File: src/rtl/gate_chk_fifo.sv
// gate_chk_fifo
// Synchronous first-word-fall-through FIFO holding failing vectors.
// Ports:
//   clk, rst      clock, asynchronous active-high reset
//   clr           synchronous flush (empties the FIFO, overrides push/pop)
//   wr_en/wr_data push request and data; dropped when full unless popping
//   rd_en         pop request; ignored when empty
//   rd_data       head entry, valid whenever empty = 0
//   full, empty   occupancy flags
module gate_chk_fifo #(
    parameter int WIDTH = 5,
    parameter int DEPTH = 8
) (
    input  logic             clk,
    input  logic             rst,
    input  logic             clr,
    input  logic             wr_en,
    input  logic [WIDTH-1:0] wr_data,
    input  logic             rd_en,
    output logic [WIDTH-1:0] rd_data,
    output logic             full,
    output logic             empty
);

    localparam int AW = $clog2(DEPTH);

    logic [WIDTH-1:0] mem [DEPTH];
    // One extra pointer bit distinguishes full from empty.
    logic [AW:0] wr_ptr;
    logic [AW:0] rd_ptr;
    logic        do_rd;
    logic        do_wr;

    assign empty   = (wr_ptr == rd_ptr);
    assign full    = (wr_ptr[AW] != rd_ptr[AW]) && (wr_ptr[AW-1:0] == rd_ptr[AW-1:0]);
    assign rd_data = mem[rd_ptr[AW-1:0]];

    // A pop in the same cycle frees the slot, so a push into a full FIFO is
    // still accepted when it coincides with a read.
    assign do_rd = rd_en && !empty;
    assign do_wr = wr_en && (!full || do_rd);

    always_ff @(posedge clk or posedge rst) begin
        if (rst) begin
            wr_ptr <= '0;
            rd_ptr <= '0;
        end else if (clr) begin
            wr_ptr <= '0;
            rd_ptr <= '0;
        end else begin
            if (do_wr) begin
                wr_ptr <= wr_ptr + (AW+1)'(1);
            end
            if (do_rd) begin
                rd_ptr <= rd_ptr + (AW+1)'(1);
            end
        end
    end

    always_ff @(posedge clk) begin
        if (do_wr && !clr) begin
            mem[wr_ptr[AW-1:0]] <= wr_data;
        end
    end

endmodule

File: config.mk
export PLATFORM = sky130hd
export DESIGN_NAME = gate_chk_fifo
export DESIGN_NICKNAME = d
export VERILOG_FILES = /design/src/rtl/gate_chk_fifo.sv
export SDC_FILE = /design/constraint.sdc
export NUM_CORES = 1
export LEC_CHECK = 0
export BUFFER_PORTS_ARGS = -buffer_cell sky130_fd_sc_hd__buf_4
export CORE_MARGIN = 2
export CORE_UTILIZATION = 40
export CTS_CLUSTER_DIAMETER = 60
export DETAILED_ROUTE_END_ITERATION = 10
export PLACE_DENSITY = 0.62
export REMOVE_ABC_BUFFERS = 1
export SYNTH_ARGS = -nofsm -noshare
export SYNTH_HDL_FRONTEND = slang
export SYNTH_SLANG_ARGS = --single-unit
File: constraint.sdc
create_clock -name clk -period 3.75 [get_ports clk]
set_input_delay 0.75 -clock clk [delete_from_list [all_inputs] [get_ports clk]]
set_output_delay 0.75 -clock clk [all_outputs]
set_load 0.03 [all_outputs]
# == Yosys cells after proc, flatten, opt, wreduce, memory -nomap -nowiden ==
# Memories as Yosys holds them, arrays and structs flattened.
# Index checks and enable logic that the tools add are counted.
# totals
reg_bits,8
mem_bits_rw,40
n_memories,1
output_inout_bits,7
# op_classes
addsub,2
n_reduce_logical,10
eq_ne,3
muxes,6
# memory_table
memory,depth,width,read_ports,rd_ports_with_merged_regs,wr,line,source
mem,8,5,1,0,1,27,logic [WIDTH-1:0] mem [DEPTH];
# ops
op,n
2-to-1 mux 4 bit,4
"adder 4 x 1 -> 4 bit, second input constant",2
== test 4 bit,1
logical AND 1 bit,4
nonzero test 2 bit,2
== test 3 bit,1
logical NOT 1 bit,3
2-to-1 mux 1 bit,2
logical OR 1 bit,1
!= test 1 bit,1

# == Depth between registers and ports, before layout ==
# Gate-level depths: netlist (run 1).
# logic_depth
ltp_word,8
ltp_mapped,6
mapped_depth_nobuf,5

# == Least setup slack after synthesis (run 1) ==
# No wires, ideal clock.
# synth_path
kind,reg2out
from,reg wr_ptr[0]
to,out empty
slack_ps,1287
t_arrival_ps,1713
path_stages_with_launch,4
cell_sequence,dfrtp_1 buf_6 xor2_1 nor4_1
# synth_between
elab_chain_cells,1
# synth_rtl
element,line,source
start: declaration,29,logic [AW:0] wr_ptr;
start signal: assignment,52,wr_ptr <= wr_ptr + (AW+1)'(1);
== test 4 bit,34,assign empty = (wr_ptr == rd_ptr);
end: declaration,22,output logic empty
# No other way between the ends.

# == Worst setup path after layout (run 1) ==
# layout_path
from,reg rd_ptr[0]
to,out full
# layout_between
elab_chain_cells,2
# layout_rtl
element,line,source
start: declaration,30,logic [AW:0] rd_ptr;
start signal: assignment,55,rd_ptr <= rd_ptr + (AW+1)'(1);
== test 3 bit,35,assign full = (wr_ptr[AW] != rd_ptr[AW]) && (wr_ptr[AW-1:0] == rd_ptr[AW-1:0]);
logical AND 1 bit,35,
end: declaration,21,"output logic full,"
# No other way between the ends.

==> results of run 1 <==
[flip-flops by register name, summed over array words and instances (netlist names)]
signal	flops
mem	40
rd_ptr	4
wr_ptr	4
[cells by family after synthesis]
| family | count (synthesis) |
|---|---|
| muxes | 18 |
| and+or+nand+nor | 31 |
| DFF | 48 |
| buffers and inverters | 12 |
| AOI/OAI and AO/OA | 13 |
| adders and majority gates | 2 |
| xor gates and xnor gates | 6 |
[final timing paths]
kind	start	end	slack, ps
setup / recovery	rd_ptr[0]	full	660
hold / removal	rst	wr_ptr[0]	400
setup reg to reg	rd_ptr[0]	mem[6][4]	1110
hold reg to reg	rd_ptr[3]	rd_ptr[3]	610
max in group asynchronous	rst	rd_ptr[0]	3090
min in group clk	rd_ptr[3]	rd_ptr[3]	610
[metrics by stage]
step | worst slack [ps] | area [µm²] | util
2_1_floorplan | 1000 | 2080 | -
6_report | 663 | 2450 | 0.480
3_3_place_gp | 1010 | 2320 | 0.453
3_5_place_dp | 967 | 2320 | 0.453
4_1_cts | 632 | 2450 | 0.480
5_1_grt | 503 | 2450 | 0.480
[synthesized netlist by cell type, types with 4 or more instances]
master,count
edfxtp_1,40
mux4_2,10
nor2_1,9
dfrtp_1,8
inv_1,5
mux2_2,5
xor2_1,5
nor3_1,4
[per-layer routing]
metal,track usage,part of all wire,up-vias
met4,0.0782,0.029,0
met3,0.0284,0.039,8
met2,0.224,0.52,30
met5,0,0,-
met1,0.161,0.41,575
li1,-,-,544
[worst max-delay path: stages, from the launching register on]
cell and delay [ps]:
dfrtp_1 870, xor2_1 260, or4_4 640, clkinv_2 110
buf_4 160
[power breakdown]
group	internal (mW)	switching (mW)	total [mW]	leakage, nW
combinational	0.0945	0.0856	0.180	0.333
clock	0.268	0.170	0.438	0.0687
sequential	0.589	0.0332	0.622	0.471
total	0.951	0.289	1.24	0.873
[area by class of cell]
type,instances,share of cell area
sequential,48,0.571
inverter,6,0.00969
tap,70,0.0357
timing repair buffer,20,0.0612
clock buffer,5,0.0280
multi-input combinational,70,0.266
clock inverter,3,0.0280
==> flow_metrics.tcl, run 1 <==
set metrics [dict create \
    globalRouteOverflowTotal 0 \
    synth_edf_count 40 \
    viasPerCell 5.21 \
    kind_of_end_point_of_the_critical_path "output pin" \
    layout.cells.most_common "edfxtp_1" \
    run_status "finished clean" \
    clock-sinks 48 \
    postCtsSetupRepairBufs 0 \
    cts_hold_repair.buffers 0 \
    largest_net_degree_at_the_start_of_global_routing 17 \
    num_io_pins 17 \
    areaGrowthSynthToFinish_pct 16.2 \
    cell_area_power_density_mw_per_mm2 505 \
    grt_setup_unrepaired "false" \
    core_box_area_mm2 0.00511 \
    drt_iter0_drc 58 \
    fillerInstances 457 \
    power.ir.vdd_worst_mv 0.200 \
    start_to_end_type_of_the_worst_setup_path "reg2out" \
    post-dp-hpwl_mm 2.47 \
    tightest_hold_margin_ps 403 \
    synth.cell_area_mm2 0.00211 \
    post_synth.cell_area_avg_um2 16.2 \
    yosysUniqueCellTypes 30 \
    setup_total_negative_slack_ps 0 \
    postRouteWirelength_mm 3.56 \
    ys_warn_count 0 \
    drv_cap 0 \
    final-instance-count-excl-fill 222 \
    vias 1157 \
    die_area_mm2 0.00587 \
    post_synth_xor_area_fraction 0.0249 \
    post_cts_resized 0 \
    post-layout-total-power_mw 1.24 \
    antenna_violating_nets_post_route 0 \
    routabilityCongestion 0.743 \
    net_count_reported_at_finish 163 \
    fin_crit_sh 0.823 \
    cts_inserted_buffers 5 \
    worst-endpoint-required_ps 3000 \
    power.static_leakage_nw 0.873 \
    gr-usage-all-layers 0.134 \
    clock_path_buffers 2 \
    hold_path.class "in2async" \
    cts_max_level 2 \
    die_x_um 76.6 \
    synth_top_cell_area_share 0.569 \
    insertion_delay_ps 300 \
    synth_seq_cells 48 \
    netlist.top_cell.by_area "edfxtp_1" \
    number_of_optimization_iterations_in_the_first_detailed_route_pass 4 \
    r2r_cells 4 \
    register_area_mm2 0.00140 \
    path_clk_slew_ps 90 \
    post_synth_inst_count 130 \
    synth.area.top_cells "edfxtp_1, mux4_2, dfrtp_1, mux2_2, xor2_1" \
    root_buffer "clkbuf_8" \
    synth-main-ff-cell "edfxtp_1" \
    setup-violations-final 0 \
    first_global_vias 1183 \
    cts_tree "yes" \
    grt_first_pass_wirelength_mm 5.86 \
    crit_arrival_ps 2340 \
    synth_adder_area_share 0.0119 \
    report.final.slew_viol_count 0 \
    maxClockFrequency_ghz 0.324 \
    worstPathMaxFanout 14 \
    ys_async_sr_fraction 0.167 \
    synth-compound-area-share 0.0433 \
    layout_cells_sized_above_1 0.329 \
    detail_route.drc_violations 0 \
    final_cell_mix "edfxtp_1, buf_4, mux4_2" \
    post-place-cells 214 \
    floorplan.die.height_um 76.6 \
    worst_setup_path_start_kind "register" \
    antenna_cells_inserted 0 \
    core.rowCount 26 \
    number_of_buffers_added_on_ports 16 \
    slew-limit-headroom 0.410 \
    hold_viol_final 0 \
    initial_core_util 0.413 \
    synth-simple-area-share 0.0771 \
    maximum_clock_skew_at_final_layout_ps 9.24 \
    grt_antenna_before_repair 0 \
    sequential_element_share_of_the_synthesized_area 0.664 \
    avgRoutedWirePerCell_um 16.0 \
    synth_top_family_by_area "multiplexers" \
    multiInputGateArea_um2 653 \
    post_synth_mux_area_share 0.152 \
    post-route-min-period_ps 3090 \
    transition_time_at_the_pin_with_the_least_slew_margin_ps 878 \
]
(Power assumes the default switching activity.)
==> inputs of run 2 (changes only) <==
--- a/config.mk
+++ b/config.mk
@@ -5,6 +5,7 @@
 export SDC_FILE = /design/constraint.sdc
 export NUM_CORES = 1
 export LEC_CHECK = 0
+export ABC_AREA = 1
 export BUFFER_PORTS_ARGS = -buffer_cell sky130_fd_sc_hd__buf_4
 export CORE_MARGIN = 2
 export CORE_UTILIZATION = 40
==> constraint.sdc (replaced) <==
create_clock -name clk -period 3 [get_ports clk]
set_input_delay 0.6 -clock clk [delete_from_list [all_inputs] [get_ports clk]]
set_output_delay 0.6 -clock clk [all_outputs]
set_load 0.03 [all_outputs]
==> run 2 against run 1 <==
- sequential power increased by 21%
- routed wire length increased by 26%
- non-clock buffer count decreased by 2
- via count increased by 26%
- cell area increased by 1.8%
- final cell count increased by 29%
- worst setup slack got worse by 110 ps
- area after synthesis increased by 5.0%
- first-iteration DRC count increased to 3.0 times the previous value
- worst hold slack got worse by 140 ps
- largest cell class unchanged
- largest power group unchanged
- highest routed layer unchanged
==> flow_metrics.tcl, run 2 <==
set metrics [dict create \
    run_status "finished clean" \
    net_count_reported_at_finish 226 \
    avgRoutedWirePerCell_um 15.7 \
    start_to_end_type_of_the_worst_setup_path "reg2out" \
    power.ir.vdd_worst_mv 0.296 \
    viasPerCell 5.07 \
    cts_hold_repair.buffers 0 \
    sequential_element_share_of_the_synthesized_area 0.632 \
    cts_tree "yes" \
    globalRouteMet2Util 0.231 \
    areaGrowthSynthToFinish_pct 12.7 \
    post-place-cells 279 \
    post_synth.cell_area_avg_um2 11.1 \
    kind_of_end_point_of_the_critical_path "output pin" \
    core_box_area_mm2 0.00544 \
    synth-simple-area-share 0.199 \
    post_synth_xor_area_fraction 0.0361 \
    detail_route.drc_violations 0 \
    ys_warn_count 0 \
    netlist_top_cells_count "edfxtp_1, nor2_1, nand2_1" \
    setup-violations-final 0 \
    synth-compound-area-share 0.0813 \
    antenna_violating_nets_post_route 0 \
    synth_seq_cells 48 \
    grt_antenna_before_repair 0 \
    insertion_delay_ps 300 \
    synth_edf_count 40 \
    antenna_cells_inserted 0 \
    grt_first_pass_wirelength_mm 7.50 \
    netlist.top_cell.by_area "edfxtp_1" \
    globalRouteOverflowTotal 0 \
    root_buffer "clkbuf_8" \
    vias 1456 \
    initial_core_util 0.407 \
    die_x_um 78.4 \
    worst-endpoint-required_ps 2400 \
    tightest_hold_margin_ps 259 \
    clock_path_buffers 2 \
    post-route-min-period_ps 2450 \
    ys_async_sr_fraction 0.167 \
    cts_inserted_buffers 5 \
    slew-limit-headroom 0.665 \
    worstPathMaxFanout 14 \
    worst_setup_path_start_kind "register" \
    postCtsSetupRepairBufs 0 \
    gr-usage-all-layers 0.162 \
    clock-sinks 48 \
    cell_area_power_density_mw_per_mm2 604 \
    routabilityCongestion 0.795 \
    core.rowCount 27 \
    grt-busiest-layer "met1" \
    post_synth_mux_area_share 0 \
    num_io_pins 17 \
    maxClockFrequency_ghz 0.409 \
    hold_path.class "in2async" \
    hold_viol_final 0 \
    met1_usage 0.249 \
    die_area_mm2 0.00615 \
    global_route.usage.met3 0.0356 \
    largest_net_degree_at_the_start_of_global_routing 24 \
    layout_cells_sized_above_1 0.181 \
    postRouteWirelength_mm 4.50 \
    path_clk_slew_ps 80 \
    synth-main-ff-cell "edfxtp_1" \
    final-instance-count-excl-fill 287 \
    maximum_clock_skew_at_final_layout_ps 7.34 \
    report.final.slew_viol_count 0 \
    drt_iter0_drc 175 \
    synthMostInstantiatedCell "edfxtp_1" \
    setup_total_negative_slack_ps 0 \
    cts_max_level 2 \
    synth_top_family_by_area "simple AND/OR/NAND/NOR gates" \
    crit_arrival_ps 1850 \
    final_cell_mix "edfxtp_1, nor2_1, nand2_1" \
    post_synth_inst_count 199 \
    drv_cap 0 \
    layout.cells.most_common "edfxtp_1" \
    number_of_optimization_iterations_in_the_first_detailed_route_pass 4 \
    post-dp-hpwl_mm 3.24 \
    synth.area.top_cells "edfxtp_1, dfrtp_1, nor2_1, nand2_1, o21ai_0" \
    synth_adder_area_share 0.0113 \
    power.static_leakage_nw 0.953 \
    number_of_buffers_added_on_ports 16 \
    fin_crit_sh 0.816 \
    grt_setup_unrepaired "false" \
    timing.final.ws_setup_ps 552 \
    post_cts_resized 0 \
    first_global_vias 1432 \
    synth_top_cell_area_share 0.542 \
    synth.cell_area_mm2 0.00222 \
    yosysUniqueCellTypes 24 \
    floorplan.die.height_um 78.4 \
    post-place-ws_ps 865 \
    largest_reg_flops 40 \
    transition_time_at_the_pin_with_the_least_slew_margin_ps 503 \
]
==> run 2: per-layer routing <==
metal	share of wire	routed length, µm
met3	0.058	259
met5	0	0
met4	0.0051	23
met2	0.46	2050
met1	0.48	2160
==> run 2: cell families after synthesis <==
kind of cell             Yosys count
AO/OA/AOI/OAI                     32
XOR/XNOR                           7
adder cells (fa/ha/maj)            2
buffers and inverters             20
flip-flops                        48
AND/OR/NAND/NOR                   90
==> run 2: path summary, 6_finish.rpt <==
| kind | startpoint | end | slack [ps] | cells past startpoint |
|---|---|---|---|---|
| min in group clk | wr_data[1] | mem[0][1] | 560 | 1 |
| worst min-delay path | rst | wr_ptr[2] | 260 | 2 |
| max in group asynchronous | rst | rd_ptr[1] | 2490 | 2 |
| worst max register to register | rd_ptr[1] | mem[7][0] | 840 | 7 |
| worst max-delay path | rd_ptr[1] | empty | 550 | 7 |
| worst min register to register | wr_ptr[3] | wr_ptr[3] | 610 | 2 |
==> run 2: power breakdown <==
| group | internal (mW) | switching, mW | total (mW) |
|---|---|---|---|
| Sequential | 0.736 | 0.0161 | 0.752 |
| Clock | 0.243 | 0.202 | 0.445 |
| Combinational | 0.103 | 0.208 | 0.311 |
| Total | 1.08 | 0.426 | 1.51 |
==> run 2: through the flow <==
step / util / instance area [µm²] / total power [mW]
floorplan: - / 2170 / 0.970
global placement: 0.440 / 2390 / 1.08
detailed placement: 0.440 / 2390 / 1.08
CTS: 0.459 / 2500 / 1.52
global route: 0.459 / 2500 / 1.58
finish: 0.459 / 2500 / 1.51
==> run 2: worst max-delay path, cell delays in order, from the launching register on <==
cell     delay, ps
dfrtp_1        590
inv_1          260
nand2_1        110
nand2_1         80
nor2_4         180
nand3_4        110
inv_1           70
buf_4          150
==> run 2: area by class of cell <==
| class | count | area (µm²) |
|---|---|---|
| repair buffers | 18 | 135 |
| clock inverters | 3 | 37.5 |
| multi-input cells | 131 | 727 |
| inverters | 10 | 37.5 |
| clock buffers | 5 | 68.8 |
| flip-flops and latches | 48 | 1400 |
| fillers | 509 | 2940 |
| well taps | 72 | 90.1 |
